===== src/rtl/mult_unit.sv =====
// Iterative shift-add multiplier with HI/LO; signed mult only when MULT_SIGNED_EN is defined.
// Result in hi/lo with done one cycle, WIDTH+1 edges after start; busy stalls the datapath, starts while busy are dropped.
module mult_unit #(
   parameter int WIDTH = 32
) (
   input  logic             clk,
   input  logic             rst,
   input  logic             mult_we,
   input  logic             is_signed,
   input  logic [WIDTH-1:0] a,
   input  logic [WIDTH-1:0] b,
   output logic [WIDTH-1:0] hi,
   output logic [WIDTH-1:0] lo,
   output logic             busy,
   output logic             done
);

   localparam int CW = $clog2(WIDTH + 1);

   typedef enum logic [1:0] {S_IDLE, S_RUN, S_FIN} state_t;

   state_t               r_state;
   state_t               w_next;
   logic [WIDTH-1:0]     r_mcand;
   logic [WIDTH-1:0]     r_mplier;
   logic                 r_neg;
   logic [2*WIDTH:0]     r_acc;
   logic [CW-1:0]        r_cnt;

   logic                 w_start;
   logic                 w_step;
   logic                 w_finish;
   logic [WIDTH:0]       w_upper;
   logic [2*WIDTH:0]     w_acc_nxt;
   logic [WIDTH-1:0]     w_mag_a;
   logic [WIDTH-1:0]     w_mag_b;
   logic                 w_neg;
   logic [2*WIDTH-1:0]   w_res;

`ifdef MULT_SIGNED_EN
   assign w_mag_a = (is_signed && a[WIDTH-1]) ? -a : a;
   assign w_mag_b = (is_signed && b[WIDTH-1]) ? -b : b;
   assign w_neg   = is_signed && (a[WIDTH-1] ^ b[WIDTH-1]);
   assign w_res   = r_neg ? -r_acc[2*WIDTH-1:0] : r_acc[2*WIDTH-1:0];
`else
   logic w_unused_sign;
   assign w_unused_sign = is_signed ^ r_neg;
   assign w_mag_a = a;
   assign w_mag_b = b;
   assign w_neg   = 1'b0;
   assign w_res   = r_acc[2*WIDTH-1:0];
`endif

   assign w_start  = (r_state == S_IDLE) && mult_we;
   assign w_step   = (r_state == S_RUN) && (r_cnt != '0);
   assign w_finish = (r_state == S_RUN) && (r_cnt == '0);

   // Carry out of the add lands in the spare top bit, so the shift never loses it.
   assign w_upper   = r_acc[2*WIDTH:WIDTH] + (r_mplier[0] ? {1'b0, r_mcand} : '0);
   assign w_acc_nxt = {1'b0, w_upper, r_acc[WIDTH-1:1]};

   always_comb begin
      w_next = r_state;
      case (r_state)
         S_IDLE:  if (mult_we) w_next = S_RUN;
         S_RUN:   if (r_cnt == '0) w_next = S_FIN;
         S_FIN:   w_next = S_IDLE;
         default: w_next = S_IDLE;
      endcase
   end

   always_ff @(posedge clk) begin
      if (rst) begin
         r_state  <= S_IDLE;
         r_mcand  <= '0;
         r_mplier <= '0;
         r_neg    <= 1'b0;
         r_acc    <= '0;
         r_cnt    <= '0;
         hi       <= '0;
         lo       <= '0;
      end else begin
         r_state <= w_next;
         if (w_start) begin
            r_mcand  <= w_mag_a;
            r_mplier <= w_mag_b;
            r_neg    <= w_neg;
            r_acc    <= '0;
            r_cnt    <= CW'(WIDTH);
         end
         if (w_step) begin
            r_acc    <= w_acc_nxt;
            r_mplier <= r_mplier >> 1;
            r_cnt    <= r_cnt - CW'(1);
         end
         if (w_finish) begin
            hi <= w_res[2*WIDTH-1:WIDTH];
            lo <= w_res[WIDTH-1:0];
         end
      end
   end

   assign busy = (r_state != S_IDLE);
   assign done = (r_state == S_FIN);

endmodule


===== config.mk =====
export PLATFORM = sky130hd
export DESIGN_NAME = mult_unit
export DESIGN_NICKNAME = d
export VERILOG_FILES = /design/src/rtl/mult_unit.sv
export SDC_FILE = /design/constraint.sdc
export NUM_CORES = 1
export LEC_CHECK = 0
export ABC_AREA = 1
export BUFFER_PORTS_ARGS = -buffer_cell sky130_fd_sc_hd__buf_2
export CAP_MARGIN = 20
export CORE_ASPECT_RATIO = 0.9
export CORE_MARGIN = 2
export CORE_UTILIZATION = 52
export DETAILED_ROUTE_END_ITERATION = 8
export GPL_ROUTABILITY_DRIVEN = 1
export PLACE_DENSITY_LB_ADDON = 0.2
export SLEW_MARGIN = 20
export SYNTH_ARGS = -nofsm -noshare
export SYNTH_HDL_FRONTEND = slang
export SYNTH_SLANG_ARGS = --single-unit
export TNS_END_PERCENT = 50

===== constraint.sdc =====
create_clock -name clk -period 2.32 [get_ports clk]
set_input_delay 0.232 -clock clk [delete_from_list [all_inputs] [get_ports clk]]
set_output_delay 0.232 -clock clk [all_outputs]
set_load 0.1 [all_outputs]

; ---- Yosys cells after proc, flatten, opt, wreduce, memory -nomap -nowiden
; Cells that the tools add are included.
[word_totals]
reg_bits = 200
word_cells = 34
[classes]
n_reduce_logical = 10
n_addsub = 2
n_eq_ne = 4
n_mux = 10
[op_table]
columns = operator, n
row1 = $mux W64, 2
row2 = $mux W31, 2
row3 = $add A32 B32 Y33, 1
row4 = $mux W32, 1
row5 = $mux W6, 2
row6 = $logic_not A6 Y1, 1
row7 = $reduce_bool A6 Y1, 1
row8 = $sub A6 B1 Y6 const B, 1
row9 = $mux W2, 2
row10 = $pmux W2 S2, 1
row11 = $reduce_bool A2 Y1, 2
row12 = $logic_and A1 B1 Y1, 3
row13 = $eq A2 B1 Y1 const B, 1
row14 = $eq A2 B2 Y1 const B, 1
row15 = $logic_not A2 Y1, 1
row16 = $ne A2 B1 Y1 const B, 1
row17 = $ne A2 B2 Y1 const B, 1
row18 = $reduce_and A2 Y1, 1
row19 = $reduce_or A2 Y1, 1

; ---- Logic depth before layout (Yosys ltp)
; Gate-level depths: netlist of the first run.
[depth]
word_depth = 4
mapped_depth = 18
depth_no_buf = 16

; ---- Least setup slack after synthesis of the first run
; OpenSTA, ideal clock, no wires.
[synth_timing]
kind = reg-to-reg
start = reg r_mplier[0]
end = reg r_acc[47]
stages_incl_launch_ff = 18
arrival_time_ns = 2.244
path_buffers = 2
slack_ns = 0.005
setup_time_ns = 0.070
required_ns = 2.250
cell_sequence = dfxtp_1 > clkbuf_1 > clkbuf_1 > nand2_1 > inv_1 > ha_1 > inv_1 > fa_1 > inv_1 > nand3_1 > nand3_1 > nand2_1 > nand2_1 > nand3_1 > nand2_1 > or2_2 > nand2_1 > a21oi_1
[synth_via]
elab_chain_len = 3
[synth_rtl]
columns = item, line_no
row1 = from (decl), 25  ; logic [WIDTH-1:0] r_mplier;
row2 = from (signal assigned), 86  ; r_mplier <= w_mag_b;
row3 = from (signal assigned), 93  ; r_mplier <= r_mplier >> 1;
row4 = $mux W32, 59  ; assign w_upper = r_acc[2*WIDTH:WIDTH] + (r_mplier[0] ? {1'b0, r_mcand} : '0);
row5 = $add A32 B32 Y33, 59
row6 = $mux W64, 91  ; if (w_step) begin
row7 = to (signal assigned), 92  ; r_acc <= w_acc_nxt;
row8 = to (decl), 27  ; logic [2*WIDTH:0] r_acc;
; Every way passes these cells.
; A chain may end at the register's enable or synchronous reset.

; ---- Worst setup path in the final report of the first run
[layout_timing]
start = reg r_mplier[0]
end = reg r_acc[61]
; The elaborated chain is that of the path after synthesis.

==> summary.md, run 1 <==
| Metric | Value |
|---|---|
| Outcome | `finished, final reports clean` |
| Yosys warns | `0` |
| CP arrival | `2.55 ns` |
| P_int | `5.856 mW` |
| CP Class | `reg -> reg` |
| F_max | `0.4577 GHz` |
| Antenna Nets Post-Route | `0` |
| Num CTS Buffers | `17` |
| Number of remaining DRC errors | `0` |
| Clk_lat worst skew | `0.45 ns` |
| Crit end category | `flop` |
| Vias | `9342` |
| Vias in the first global route | `8818` |
| Die ar. | `0.01987 mm^2` |
| Final Cycle Share | `0.9418` |
| CTS HTree Levels | `4` |
| Combinational Power Share | `0.302` |
| Clk slew on worst S/H paths | `0.08 ns` |
| I/O Buffers | `132` |
| Finished Core Util | `0.6233` |
| Gate count after technology mapping | `1485` |
| Drt initial violations | `504` |
| Clk buf depth | `2` |
| Die X-Extent | `148.4 um` |
| First-pass GRT wire length | `41180 um` |
| Most frequent cells in the layout | `nand2_1, nor2_1, dfxtp_1` |
| Sw Ratio | `0.4169` |
| Routed wire per std cell | `13.16 um` |
| Setup WS post-layout | `0.1350 ns` |
| Lkg Pwr | `5.761 nW` |
| Worst-path fanout max | `22` |
| Final TNS setup | `0 ns` |
| Final instance area | `0.01147 mm^2` |
| ANT cells | `0` |
| Flop and latch count out of synthesis | `200` |
| Max Clock Skew | `0.02046 ns` |
| Largest net degree at the start of global routing | `103` |
| RSZ-0062 raised after global routing | `yes` |
| Switching pwr | `4.186 mW` |
| Max IR drop VDD | `0.6336 mV` |
| Clock power frac | `0.304` |
| Post-synthesis cell type count | `35` |
| Hold_ws | `0.02799 ns` |
| Normalized max-slew margin | `0.6464` |
| Syn_nets | `1588` |
| Worst Hold Class | `in -> reg` |
| Final min period | `2.185 ns` |
| Starting Density | `0.5299` |
| Routed WL | `24360 um` |
| Final net count | `1696` |
| Share of the yosys chip area belonging to registers | `0.4105` |
| Placed inst area | `0.01069 mm^2` |
| Number of vias per cell | `5.047` |
| Initial antenna violation count | `0` |
| Inst Count DP | `1819` |
| Req. time, crit path | `2.68 ns` |
| Root Driver | `clkbuf_16` |
| Most common cell after layout, fill and taps aside | `nand2_1` |
| Dpl ws | `0.07418 ns` |
| Average size of a mapped cell | `6.569 um^2` |
| Gpl congestion | `0.9208` |
| Iteration count of the initial detailed-routing pass | `5` |
| Top-Level Pins | `134` |
| Mapped Area | `0.009754 mm^2` |
| All-layer global routing usage | `0.2507` |
| CTS tree | `done` |
| Layout cell share with drive strength beyond 1 | `0.1550` |
| Setup-failing EPs final | `0` |
| Hpwl dp | `16960 um` |
| Non-filler cells, final | `1851` |
| Aggregate global routing overflow | `0` |
| Final hold vios | `0` |
| Number of max-cap violations | `0` |
| Pins Over Slew Limit | `0` |
| Die height | `133.9 um` |
| Power Total | `10.04 mW` |
| CTS Sinks | `200` |
| Post-CTS Hold Buffers | `0` |
| CORE AREA | `0.01841 mm^2` |
| Seq pwr share | `0.394` |
| P&R area growth vs syn | `17.62%` |
| Startpoint Class | `flop` |
| Pwr dens | `875.2 mW/mm^2` |
| Tightest Pin Transition | `0.5296 ns` |
| FP Rows | `47` |
[final cells by class]
type                    instances  area (um^2)
clock buffers                  17        425.4
clock inverters                15        197.7
fillers                      1764         6933
inverters                     160        603.1
multi-input cells            1057         4994
flip-flops and latches        200         4005
well taps                     245        306.5
repair buffers                157        942.2
[state kept, by name (all words and copies together), names as in the netlist]
| name | count |
|---|---|
| hi | 32 |
| lo | 32 |
| r_acc | 64 |
| r_cnt | 6 |
| r_mcand | 32 |
| r_mplier | 32 |
| r_state | 2 |
[layer usage]
metal	wire, um	vias up	GRT usage
met5	0	-	0
met4	274	0	0.06032
met3	1184	16	0.04694
met2	10900	204	0.4090
met1	12000	4232	0.3457
li1	-	4890	-
[cells by family after synthesis]
group / synth area share
AOI/OAI and AO/OA: 0.1366
adders and majority gates: 0.04566
buffers and inverters: 0.09338
DFF: 0.4105
and+or+nand+nor: 0.3139
[cells in the mapped netlist]
master     number  share of area
a2111oi_0       1        0.00090
a211oi_1        1        0.00077
a21o_1          2         0.0015
a21oi_1       101          0.052
a221oi_1        1        0.00090
a31o_2          1        0.00090
a31oi_1        31          0.020
buf_2          21          0.011
buf_4           3         0.0023
buf_6           2         0.0023
clkbuf_1       42          0.016
dfxtp_1       200           0.41
fa_1            1         0.0021
ha_1           34          0.044
inv_1         156          0.060
inv_2           3         0.0012
inv_4           1        0.00064
nand2_1       447           0.17
nand2_2         1        0.00064
nand2_4         1         0.0012
nand3_1        49          0.025
nand3_4         1         0.0018
nand3b_1        6         0.0046
nand4_1         3         0.0019
nor2_1        245          0.094
nor2_2          2         0.0013
nor2_4          1         0.0012
nor2_8          1         0.0021
nor3_1          7         0.0036
nor3_4          1         0.0017
o21ai_0       103          0.053
o21ai_1         8         0.0041
o21bai_1        3         0.0023
o22ai_1         1        0.00064
or2_2           4         0.0026
[power by group through the flow]
stage | Sequential [mW] | Clock [mW] | Combinational (mW)
floorplan | 5.40 | 0 | 1.05
global placement | 4.03 | 0 | 3.01
detailed placement | 4.03 | 0 | 3.03
CTS | 3.96 | 3.10 | 3.04
global route | 4.00 | 3.26 | 3.24
finish | 3.96 | 3.05 | 3.03
[worst paths after layout]
kind,start,to,slack [ns],cells after the start
hold / removal,a[24],r_mcand[24]$_SDFFE_PP0P_,0.03,3
hold reg to reg,r_acc[0]$_SDFFE_PP0P_,r_acc[0]$_SDFFE_PP0P_,0.47,2
setup reg to reg,r_mplier[0]$_SDFFE_PP0P_,r_acc[61]$_SDFFE_PP0P_,0.14,16
setup / recovery,r_mplier[0]$_SDFFE_PP0P_,r_acc[61]$_SDFFE_PP0P_,0.14,16
[worst max-delay path, cell delays in order (launching register included)]
cell and delay, ns:
dfxtp_2 0.36, buf_12 0.16, buf_6 0.16, nand2_1 0.06
inv_1 0.06, ha_2 0.30, nand2_1 0.17, inv_1 0.05
nand2_1 0.06, nand2_1 0.07, nand2_1 0.07, nand2_1 0.06
a21oi_2 0.18, nand2_1 0.07, nand2_1 0.05, nand3_1 0.07
a21oi_1 0.15
[repair_timing]
| item | CTS | global route |
|---|---|---|
| endpoints found under the setup margin | 0 | 19 |
| buffers inserted | 0 | 0 |
| gates resized for setup | 0 | 44 |
Note: power is estimated with default switching activity, not from simulation.
==> run 2, diff against run 1 <==
--- a/config.mk
+++ b/config.mk
@@ -14,6 +14,7 @@
 export DETAILED_ROUTE_END_ITERATION = 8
 export GPL_ROUTABILITY_DRIVEN = 1
 export PLACE_DENSITY_LB_ADDON = 0.2
+export RECOVER_POWER = 50
 export SLEW_MARGIN = 20
 export SYNTH_ARGS = -nofsm -noshare
 export SYNTH_HDL_FRONTEND = slang
==> summary.md, run 2 (same netlist as run 1, synthesis figures left out) <==
| Metric | Value |
|---|---|
| CTS HTree Levels | `4 (unchanged)` |
| CTS tree | `done` |
| Largest Register | `r_acc` |
| Tightest Pin Transition | `1.262 ns (+0.7324 ns)` |
| RSZ-0062 raised after global routing | `yes` |
| Max IR drop VDD | `0.6385 mV (+0.76%)` |
| Vias | `9330 (-0.13%)` |
| Critical Path Start | `r_mplier[0]$_SDFFE_PP0P_` |
| Fillers | `1793 (+1.6%)` |
| Final hold vios | `0 (unchanged)` |
| F_max | `0.4559 GHz (-0.39%)` |
| ANT cells | `0 (unchanged)` |
| Max Clock Skew | `0.02203 ns (+0.001573 ns)` |
| Lkg Pwr | `5.488 nW (-4.7%)` |
| CP arrival | `2.56 ns (about the same)` |
| Number of remaining DRC errors | `0 (unchanged)` |
| Largest net degree at the start of global routing | `103 (unchanged)` |
| Crit end category | `flop` |
| Normalized max-slew margin | `0.1623 (-0.4841)` |
| Critical path's slowest cell | `dfxtp_2` |
| Clk buf depth | `2 (unchanged)` |
| Req. time, crit path | `2.69 ns (about the same)` |
| Routed wire per std cell | `13.15 um (about the same)` |
| Flop2flop setup slack | `0.13 ns (about the same)` |
| Starting Density | `0.5299 (unchanged)` |
| Final Cycle Share | `0.9455 (+0.003729)` |
| Final net count | `1696 (unchanged)` |
| Gpl congestion | `0.9208 (unchanged)` |
| CORE AREA | `0.01841 mm^2 (unchanged)` |
| Placed inst area | `0.01069 mm^2 (unchanged)` |
| Worst reg2reg endpoint | `r_acc[61]$_SDFFE_PP0P_` |
| Clk_lat worst skew | `0.45 ns (about the same)` |
| Antenna Nets Post-Route | `0 (unchanged)` |
| Worst-path fanout max | `22 (unchanged)` |
| Aggregate global routing overflow | `0 (unchanged)` |
| P&R area growth vs syn | `16.53%` |
| Post-CTS Hold Buffers | `0 (unchanged)` |
| Vias in the first global route | `8818 (unchanged)` |
| CP Class | `reg -> reg` |
| Initial antenna violation count | `0 (unchanged)` |
| Crit path capture | `r_acc[61]$_SDFFE_PP0P_` |
| Iteration count of the initial detailed-routing pass | `5 (unchanged)` |
| Drt initial violations | `540 (+7.1%)` |
| Setup repair bufs after CTS | `0 (unchanged)` |
| Startpoint Class | `flop` |
| Worst reg2reg path depth | `16 (unchanged)` |
| First-pass GRT wire length | `41180 um (unchanged)` |
| Die height | `133.9 um (unchanged)` |
| Max reg flops | `64 (unchanged)` |
| Layout cell share with drive strength beyond 1 | `0.1139 (-0.04110)` |
| Top-Level Pins | `134 (unchanged)` |
| Die ar. | `0.01987 mm^2 (unchanged)` |
| Multi-input logic area | `0.004970 mm^2 (-0.48%)` |
| CTS Sinks | `200 (unchanged)` |
| Most common cell after layout, fill and taps aside | `nand2_1` |
| Hold Startpoint | `a[24]` |
| Pins Over Slew Limit | `0 (unchanged)` |
| Hold_ws | `0.02480 ns (-0.003186 ns)` |
| I/O Buffers | `132 (unchanged)` |
| Number of max-cap violations | `0 (unchanged)` |
| Reg2reg start | `r_mplier[0]$_SDFFE_PP0P_` |
| Reg area | `0.004005 mm^2 (unchanged)` |
| Final min period | `2.194 ns (+0.008652 ns)` |
| Hpwl dp | `16960 um (unchanged)` |
| All-layer global routing usage | `0.2507 (unchanged)` |
| Setup-failing EPs final | `0 (unchanged)` |
| Pwr dens | `876.8 mW/mm^2 (+0.18%)` |
| CP cell instances | `buf_12 > buf_6 > nand2_1 > inv_1 > ha_2 > nand2_1 > inv_1 > nand2_1 > nand2_1 > nand2_1 > nand2_1 > a21oi_2 > nand2_1 > nand2_1 > nand3_1 > a21oi_1` |
| Clk slew on worst S/H paths | `0.09 ns (about the same)` |
| Most frequent cells in the layout | `nand2_1, nor2_1, dfxtp_1` |
| Routed WL | `24330 um (about the same)` |
| Outcome | `finished, final reports clean` |
| Power Total | `9.967 mW (-0.75%)` |
| Worst Hold Class | `in -> reg` |
| FP Rows | `47 (unchanged)` |
| Num CTS Buffers | `17 (unchanged)` |
| Die X-Extent | `148.4 um (unchanged)` |
| Root Driver | `clkbuf_16` |
| Final instance area | `0.01137 mm^2 (-0.93%)` |
| Number of vias per cell | `5.041 (-0.13%)` |
| CP most frequent cell | `nand2_1` |
| CTS resizes | `0 (unchanged)` |
| Worst path max stage delay | `0.36 ns (about the same)` |
## run 2: per-stage QoR
step           setup TNS (ns)  cells  utilization  worst slack (ns)
6_report                    0   1851       0.6176            0.1264
5_1_grt              -0.05331   1851       0.6176          -0.02687
4_1_cts                     0   1851       0.6147           0.02370
3_5_place_dp                0   1819       0.5809           0.07418
3_3_place_gp                0   1819       0.5809           0.09730
2_1_floorplan               0   1485            -          0.005373
## run 2: report_power, final
part,switching (mW),internal [mW]
Sequential,0.190,3.78
Combinational,2.42,0.532
Clock,1.57,1.48
Total,4.18,5.79
## run 2: layout make-up
class	instances	area share
multi-input combinational	1057	0.4372
sequential	200	0.3523
timing repair buffer	157	0.07562
inverter	160	0.05305
clock buffer	17	0.03742
tap	245	0.02697
clock inverter	15	0.01739
## run 2: worst min path at each step
stage | endpoint | slack, ns | cells past startpoint
2_1_floorplan | r_mplier[31]$_SDFFE_PP0P_ | 0.32 | 1
3_3_place_gp | r_acc[0]$_SDFFE_PP0P_ | 0.45 | 2
3_5_place_dp | r_acc[0]$_SDFFE_PP0P_ | 0.45 | 2
4_1_cts | r_mcand[9]$_SDFFE_PP0P_ | 0.02 | 3
5_1_grt | r_mcand[9]$_SDFFE_PP0P_ | 0.03 | 3
6_report | r_mcand[24]$_SDFFE_PP0P_ | 0.02 | 3
## run 2: routing by layer
layer / global-route usage / share of wire
met1: 0.3457 / 0.49
met2: 0.4090 / 0.45
met3: 0.04694 / 0.045
met4: 0.06032 / 0.011
met5: 0 / 0
## run 2: worst max-delay path, delay by kind of cell (launching register included)
| family | cells | cell delay [ns] |
|---|---|---|
| AOI/OAI and AO/OA | 2 | 0.34 |
| and+or+nand+nor | 9 | 0.69 |
| adders and majority gates | 1 | 0.30 |
| DFF | 1 | 0.36 |
| buffers and inverters | 4 | 0.43 |
